--- src/rtl/divider_pattern_gen.sv ---
// divider_pattern_gen
// Draws the vertical divider marks of the tug-of-war playfield. Marks are
// off, solid, dashed or scrolling-dashed. A frame-counted flash sequencer
// blinks the marks on a point/win event. The pixel is registered, so it
// lags hpos/vpos by one clock.
module divider_pattern_gen #(
  parameter int          H_CENTER      = 320,
  parameter int          MARK_W        = 1,
  parameter int          NUM_MARKS     = 1,
  parameter int          MARK_SPACING  = 100,
  parameter int          DASH_ON       = 4,
  parameter int          DASH_PERIOD   = 8,
  parameter int          SCROLL_FRAMES = 4,
  parameter logic [7:0]  MARK_COLOR    = 8'hFF,
  parameter logic [7:0]  FLASH_COLOR   = 8'hE0,
  parameter int          FLASH_FRAMES  = 15,
  parameter int          FLASH_COUNT   = 3
) (
  input  logic       clk,
  input  logic       rst,
  input  logic [9:0] hpos,
  input  logic [9:0] vpos,
  input  logic       en,
  input  logic       frame_start,
  input  logic [1:0] mode,
  input  logic       flash_req,
  output logic [7:0] out_color,
  output logic       flash_busy
);

  localparam int OFF_W = $clog2(DASH_PERIOD);
  localparam logic [OFF_W-1:0] DASH_ON_L   = OFF_W'(DASH_ON);
  localparam logic [7:0]       SCROLL_LAST = 8'(SCROLL_FRAMES - 1);
  localparam logic [7:0]       PHASE_LAST  = 8'(FLASH_FRAMES - 1);
  localparam logic [3:0]       PAIRS_LAST  = 4'(FLASH_COUNT - 1);

  typedef enum logic [1:0] {
    IDLE = 2'd0,
    ON   = 2'd1,
    OFF  = 2'd2
  } state_t;

  state_t           state_q;
  logic [7:0]       phaseFrm_q;
  logic [3:0]       pairs_q;
  logic             busy_q;
  logic [OFF_W-1:0] offset_q, offset_d;
  logic [7:0]       scrollFrm_q, scrollFrm_d;
  logic [7:0]       outColor_q, outColor_d;

  logic signed [10:0]   hposS;
  logic [NUM_MARKS-1:0] markHit;
  logic                 anyHit;
  logic [9:0]           dashSum;
  logic                 dashHit;
  logic                 vertHit;

  assign hposS = signed'({1'b0, hpos});

  // Each mark owns a fixed column window; marks placed off the visible
  // 0..639 range are tied off so they can never light a pixel.
  for (genvar k = 0; k < NUM_MARKS; k++) begin : gMark
    localparam int XK = H_CENTER + (k - (NUM_MARKS - 1) / 2) * MARK_SPACING;
    if ((XK >= 0) && (XK <= 639)) begin : gVisible
      localparam logic signed [10:0] XS = 11'(XK);
      localparam logic signed [10:0] XE = 11'(XK + MARK_W);
      assign markHit[k] = (hposS >= XS) && (hposS < XE);
    end else begin : gHidden
      assign markHit[k] = 1'b0;
    end
  end

  assign anyHit  = |markHit;
  assign dashSum = vpos + 10'(offset_q);
  assign dashHit = dashSum[OFF_W-1:0] < DASH_ON_L;

  // Vertical pattern selection; the scroll offset applies to both dashed modes.
  always_comb begin
    vertHit = 1'b0;
    case (mode)
      2'd0:    vertHit = 1'b0;
      2'd1:    vertHit = 1'b1;
      default: vertHit = dashHit;
    endcase
  end

  // Pixel colour: flash ON forces solid flash colour, flash OFF blanks,
  // otherwise the normal mode-dependent pattern.
  always_comb begin
    outColor_d = 8'h00;
    case (state_q)
      ON:      if (anyHit) outColor_d = FLASH_COLOR;
      OFF:     outColor_d = 8'h00;
      default: if (anyHit && vertHit) outColor_d = MARK_COLOR;
    endcase
  end

  // Scroll stepping only runs in mode 3; other modes freeze offset and
  // frame count so returning to mode 3 picks up where it left off.
  always_comb begin
    offset_d    = offset_q;
    scrollFrm_d = scrollFrm_q;
    if ((mode == 2'd3) && frame_start) begin
      if (scrollFrm_q == SCROLL_LAST) begin
        scrollFrm_d = 8'd0;
        offset_d    = offset_q + OFF_W'(1);
      end else begin
        scrollFrm_d = scrollFrm_q + 8'd1;
      end
    end
  end

  // Scroll state registers, independent of the pixel enable.
  always_ff @(posedge clk or posedge rst) begin
    if (rst) begin
      offset_q    <= '0;
      scrollFrm_q <= 8'd0;
    end else begin
      offset_q    <= offset_d;
      scrollFrm_q <= scrollFrm_d;
    end
  end

  // Flash sequencer: alternating ON/OFF phases of FLASH_FRAMES frames each,
  // FLASH_COUNT pairs, with a registered busy flag. Requests while busy are dropped.
  always_ff @(posedge clk or posedge rst) begin
    if (rst) begin
      state_q    <= IDLE;
      phaseFrm_q <= 8'd0;
      pairs_q    <= 4'd0;
      busy_q     <= 1'b0;
    end else begin
      case (state_q)
        IDLE: begin
          if (flash_req) begin
            state_q    <= ON;
            phaseFrm_q <= 8'd0;
            pairs_q    <= 4'd0;
            busy_q     <= 1'b1;
          end
        end
        ON: begin
          if (frame_start) begin
            if (phaseFrm_q == PHASE_LAST) begin
              phaseFrm_q <= 8'd0;
              state_q    <= OFF;
            end else begin
              phaseFrm_q <= phaseFrm_q + 8'd1;
            end
          end
        end
        OFF: begin
          if (frame_start) begin
            if (phaseFrm_q == PHASE_LAST) begin
              phaseFrm_q <= 8'd0;
              if (pairs_q == PAIRS_LAST) begin
                state_q <= IDLE;
                busy_q  <= 1'b0;
              end else begin
                pairs_q <= pairs_q + 4'd1;
                state_q <= ON;
              end
            end else begin
              phaseFrm_q <= phaseFrm_q + 8'd1;
            end
          end
        end
        default: begin
          state_q <= IDLE;
          busy_q  <= 1'b0;
        end
      endcase
    end
  end

  // Output pixel register; holds while the pixel enable is low.
  always_ff @(posedge clk or posedge rst) begin
    if (rst) begin
      outColor_q <= 8'h00;
    end else if (en) begin
      outColor_q <= outColor_d;
    end
  end

  assign out_color  = outColor_q;
  assign flash_busy = busy_q;

endmodule

--- config.mk ---
export PLATFORM = sky130hd
export DESIGN_NAME = divider_pattern_gen
export DESIGN_NICKNAME = d
export VERILOG_FILES = /design/src/rtl/divider_pattern_gen.sv
export SDC_FILE = /design/constraint.sdc
export NUM_CORES = 1
export LEC_CHECK = 0
export BUFFER_PORTS_ARGS = -buffer_cell sky130_fd_sc_hd__buf_2
export CAP_MARGIN = 5
export CORE_UTILIZATION = 54
export DETAILED_ROUTE_END_ITERATION = 10
export PLACE_DENSITY = 0.89
export SETUP_SLACK_MARGIN = 0.4
export SYNTH_ARGS = -nofsm -noshare
export SYNTH_HDL_FRONTEND = slang
export SYNTH_SLANG_ARGS = --single-unit
export TNS_END_PERCENT = 30
--- constraint.sdc ---
create_clock -name clk -period 2 [get_ports clk]
set_input_delay 0.1 -clock clk [delete_from_list [all_inputs] [get_ports clk]]
set_output_delay 0.1 -clock clk [all_outputs]
set_load 0.05 [all_outputs]
==> reports/qor.yml, run 1 <==
critical_path:
  critical_path.startpoint_type: "flop"
  cp_max_fo: 2
  cp.required_ns: 2.25
  cp_data_arrival_time_ns: 1.95
  ff2ff_setup_slack_ns: 0.29
  path_class: "flop to flop"
  end_kind: "flop"
die:
  rows: 20
  io_pins: 36
  die_h_um: 59.0
  core_area_mm2: 0.00308
  dieArea_mm2: 0.00348
  die_width_um: 59.0
  initial_core_util_pct: 57.0
clock_tree:
  cts_tree: "built"
  htree_levels: 1
  cts.sinks: 28
  path_clk_slew_ns: 0.16
  cts_buffers: 3
  ctsLongestPathBuffers: 2
  cts_root_buf: "clkbuf_4"
  clkLatencyLatePin_ns: 0.34
yosys:
  netlist_area_mm2: 0.00175
  synthTopCellsByCount: "28 x dfrtp_1, 14 x nand2_1, 11 x ha_1, 11 x inv_1"
  synth_top_area_share_pct: 40.0
  ys.warnings.count: 0
  synth_area_leader_cell: "dfrtp_1"
  ys_ff_latch: 28
  syn_nets: 217
  synth_cells: 179
  synth_edf_count: 0
  synth.distinct_cells: 48
  synth.area.top_cells: "dfrtp_1 40%, ha_1 7.9%, xnor2_1 3.5%"
  ys.flop_type: "dfrtp_1"
  syn_area_per_cell_um2: 9.79
  ys_seq_area_share_pct: 40.0
  yosysMostFrequentCell: "dfrtp_1"
  async_reset_ff_share_pct: 100
run_status:
  outcome: "completed"
route:
  drt-total-wl_mm: 3.94
  drt-initial-drc-count: 113
  viasPerCell: 5.78
  ant_nets: 0
  wl_per_cell_um: 14.8
  vias: 1537
  dr.pass1.iters: 4
  drc_errors: 0
cells_and_area:
  n_antenna_cell: 0
  final_nets: 261
  area_growth_pct: 25.0
  layout-drive-gt1-share_pct: 36.9
grt:
  track_usage_pct: 24.3
  grt_pass1_vias: 1475
  grt_max_degree: 29
  grt_pass1_wl_mm: 6.44
  overflow: 0
  antenna_found_initial: 0
min_path:
  min_path_type: "input port to flop"
sta:
  finalSetupViolations: 0
  timing.final.crit_share_pct: 85.3
  final-hold-violation-count: 0
  drv_slew: 0
  worst_slew_pin_slew_ns: 0.415
  clock.fmax_mhz: 586
  grt_setup_unrepaired: "true"
  skew_ns: 0.0241
  setup_tns_ns: 0
  slew_headroom_pct: 72.3
  period_minus_slack_ns: 1.71
  hold_slack_ns: 0.0632
flow_run:
  cap_violations: 0
placed_design:
  dpl.hpwl_mm: 2.59
  routabilityCongestion: 0.896
  port_buffers: 28
power_and_ir_drop:
  power.density_mw_per_mm2: 922
  vdd_drop_max_v: 0.000547
  leakage_uw: 0.00103
-- cell families after synthesis --
kind of cell               share of synthesized area, %
xor gates and xnor gates                           6.00
AOI/OAI and AO/OA                                  14.7
and+or+nand+nor                                    21.4
buffers and inverters                              6.14
adders and majority gates                          7.85
muxes                                              3.93
DFF                                                40.0
-- report_power, final --
| part | internal [uW] | total, uW | switching (uW) |
|---|---|---|---|
| logic | 475 | 952 | 477 |
| registers | 668 | 792 | 124 |
| clock network | 112 | 276 | 164 |
| total | 1250 | 2020 | 765 |
-- registers in the layout (all words and copies together) (netlist names) --
signal	flops
pairs_q	4
offset_q	3
scrollFrm_q	8
flash_busy	1
state_q	2
phaseFrm_q	8
out_color	2
-- cell type report --
cell class	count	area [um2]
Timing Repair Buffer	50	314
Tap cell	44	55.1
Multi-Input combinational cell	129	1040
Fill cell	229	887
Sequential cell	28	702
Inverter	11	41.3
Clock buffer	4	36.3
-- cells in the final DEF, fill, tap and decap left out, drive strengths merged, types with 7 or more instances in the layout --
cell,instances
a21oi,10
ha,11
nand2,15
dfrtp,28
nand3,7
xnor2,7
nor2,10
nand4,8
buf,48
inv,11
-- repair_timing --
item | in CTS | in global routing
hold buffers | 2 | 0
cloned | 0 | 0
setup endpoints to repair | 21 | 23
hold endpoints to repair | 30 | 0
buffers inserted | 11 | 3
pin swaps | 9 | 4
resized for setup | 13 | 12
-- per-stage QoR --
step,instances,cell area [um2],power [uW],worst slack (ns),utilization (%)
global placement,246,1940,1470,0.211,62.9
finish,266,2190,2020,0.294,71.2
CTS,263,2120,1910,0.284,69.0
floorplan,179,1760,1290,0.212,-
detailed placement,246,1940,1510,0.177,62.9
global route,266,2190,2160,0.210,71.2
-- worst max-delay path, stage by stage (launching register included) --
cell	delay, ns
dfrtp_1	0.39
ha_2	0.18
or4b_4	0.47
nor4_4	0.18
nand2_2	0.10
mux2_4	0.31
-- routing by layer --
metal / vias up / track usage (%) / part of all wire, %
met5: - / 0 / 0
met4: 0 / 8.16 / 1.3
met3: 6 / 5.46 / 4.5
met2: 48 / 41.2 / 53
met1: 749 / 30.8 / 41
li1: 734 / - / -
-- path summary, 6_finish.rpt --
| path | startpoint | endpoint | depth (start not counted) |
|---|---|---|---|
| min in group asynchronous | rst | offset_q[2] | 4 |
| setup reg to reg | scrollFrm_q[0] | offset_q[1] | 5 |
| hold / removal | hpos[6] | out_color[4] | 3 |
| setup / recovery | scrollFrm_q[0] | offset_q[1] | 5 |
| hold reg to reg | offset_q[2] | offset_q[2] | 1 |
| max in group asynchronous | rst | phaseFrm_q[1] | 4 |
Power figures use the tool's default switching activity.
==> run 2, diff against run 1 <==
Clock period 2 ns to 1.8 ns, I/O delays scaled along.
==> run 2 against run 1 <==
Setup slack got worse by 0.25 ns. Sequential share of layout area down 2.9 points. Combinational power is 43% higher. Final area up 9.7%. Total power grew 26%.
==> reports/qor.yml, run 2 (synthesis results as in run 1) <==
die:
  dieArea_mm2: 0.00348
  rows: 20
  initial_core_util_pct: 57.0
  io_pins: 36
  die_width_um: 59.0
  core_area_mm2: 0.00308
  die_h_um: 59.0
clock_tree:
  clkLatencyLatePin_ns: 0.33
  cts_tree: "built"
  cts_buffers: 3
  htree_levels: 1
  path_clk_slew_ns: 0.16
  cts.sinks: 28
  cts_root_buf: "clkbuf_4"
  ctsLongestPathBuffers: 2
route:
  wl_per_cell_um: 15.4
  viasPerCell: 5.76
  ant_nets: 0
  drc_errors: 0
  drt-initial-drc-count: 74
  drt-total-wl_mm: 4.23
  vias: 1578
  dr.pass1.iters: 4
sta:
  skew_ns: 0.0135
  worst_slew_pin_slew_ns: 0.344
  drv_slew: 0
  slew_headroom_pct: 76.8
  finalSetupViolations: 0
  clock.fmax_mhz: 570
  period_minus_slack_ns: 1.75
  timing.final.crit_share_pct: 97.5
  final-hold-violation-count: 0
  grt_setup_unrepaired: "true"
placed_design:
  dpl.hpwl_mm: 2.63
  dpl.cell_count: 252
  placed_area_mm2: 0.00203
  routabilityCongestion: 0.896
  port_buffers: 28
critical_path:
  path_class: "flop to flop"
  reg2reg_to: "pairs_q[1]"
  critPathMaxStageDelay_ns: 0.44
  r2r_start: "pairs_q[0]"
  critPathSlowestCell: "dfrtp_1"
  cp_max_fo: 5
  end_kind: "flop"
  reg2reg_depth: 6
  critical_path.startpoint_type: "flop"
  cp.required_ns: 2.04
  ff2ff_setup_slack_ns: 0.05
  cp_cell_sequence: "inv_2, ha_1, or3b_4, nand4_1, a211oi_2, a311o_1"
  cp_data_arrival_time_ns: 1.99
min_path:
  min_path_type: "input port to flop"
  min-delay-start: "hpos[6]"
  hold_path_end: "out_color[4]"
  worst_hold_path.num_cells: 3
run_status:
  outcome: "completed"
grt:
  overflow: 0
  antenna_found_initial: 0
  grt_pass1_wl_mm: 6.28
  grt_max_degree: 29
  grt_pass1_vias: 1414
  track_usage_pct: 23.5
cells_and_area:
  n_antenna_cell: 0
  final_nets: 269
  largestRegisters: "phaseFrm_q (8), scrollFrm_q (8), pairs_q (4)"
  layout-drive-gt1-share_pct: 47.0
  fin_cells: 274
  area_growth_pct: 37.0
  layout_common_cells: "28 x dfrtp_1, 28 x buf_2, 25 x buf_4"
  stdcell_area_mm2: 0.00240
flow_run:
  cap_violations: 0
power_and_ir_drop:
  vdd_drop_max_v: 0.000757
  leakage_uw: 0.00109
  power.density_mw_per_mm2: 1060
## run 2: worst max-delay path, delay by kind of cell (launching register included)
kind	cells	cell delay [ns]
and+or+nand+nor	2	0.69
DFF	1	0.44
AOI/OAI and AO/OA	2	0.34
adders and majority gates	1	0.13
buffers and inverters	1	0.07
## run 2: final cells by class
| type | instances | area [um2] |
|---|---|---|
| fillers | 180 | 676 |
| inverters | 11 | 41.3 |
| multi-input cells | 129 | 1190 |
| well taps | 44 | 55.1 |
| clock buffers | 4 | 36.3 |
| flip-flops and latches | 28 | 701 |
| repair buffers | 58 | 382 |
## run 2: worst max-delay path by stage
| stage | cells after the start | to | slack, ns | startpoint |
|---|---|---|---|---|
| 3_3_place_gp | 6 | pairs_q[2] | 0.09 | phaseFrm_q[0] |
| 4_1_cts | 5 | offset_q[1] | 0.03 | scrollFrm_q[0] |
| 2_1_floorplan | 5 | offset_q[1] | 0.01 | scrollFrm_q[0] |
| 5_1_grt | 6 | offset_q[2] | -0.02 | scrollFrm_q[0] |
| 3_5_place_dp | 6 | offset_q[2] | 0.03 | scrollFrm_q[1] |
| 6_report | 6 | pairs_q[1] | 0.05 | pairs_q[0] |
## run 2: where the power goes
part / internal (uW) / switching [uW]
Clock: 124 / 187
Combinational: 708 / 650
Sequential: 741 / 133
## run 2: stage by stage
stage | TNS (ns) | util, % | setup slack (ns) | power [uW] | hold slack, ns
2_1_floorplan | 0 | - | 0.0122 | 1520 | 0.155
3_3_place_gp | 0 | 66.1 | 0.0931 | 1760 | 0.167
3_5_place_dp | 0 | 66.1 | 0.0331 | 1790 | 0.171
4_1_cts | 0 | 71.1 | 0.0332 | 2220 | 0.0473
5_1_grt | -0.0329 | 78.0 | -0.0181 | 2690 | 0.0638
6_report | 0 | 78.0 | 0.0457 | 2540 | 0.0792
## run 2: layer usage
layer	vias to the layer above	routed length (um)	GRT usage, %
li1	756	-	-
met1	790	1770	30.6
met2	22	2290	41.2
met3	10	78	3.06
met4	0	89	5.78
met5	-	0	0
## run 2: what timing repair did
action                                 4_1_cts  5_1_grt
resized for setup                            3       36
setup endpoints to repair                   23       23
pin swaps                                    5       32
setup buffers                               11        5
hold buffers                                 2        0
endpoints found under the hold margin       30        0
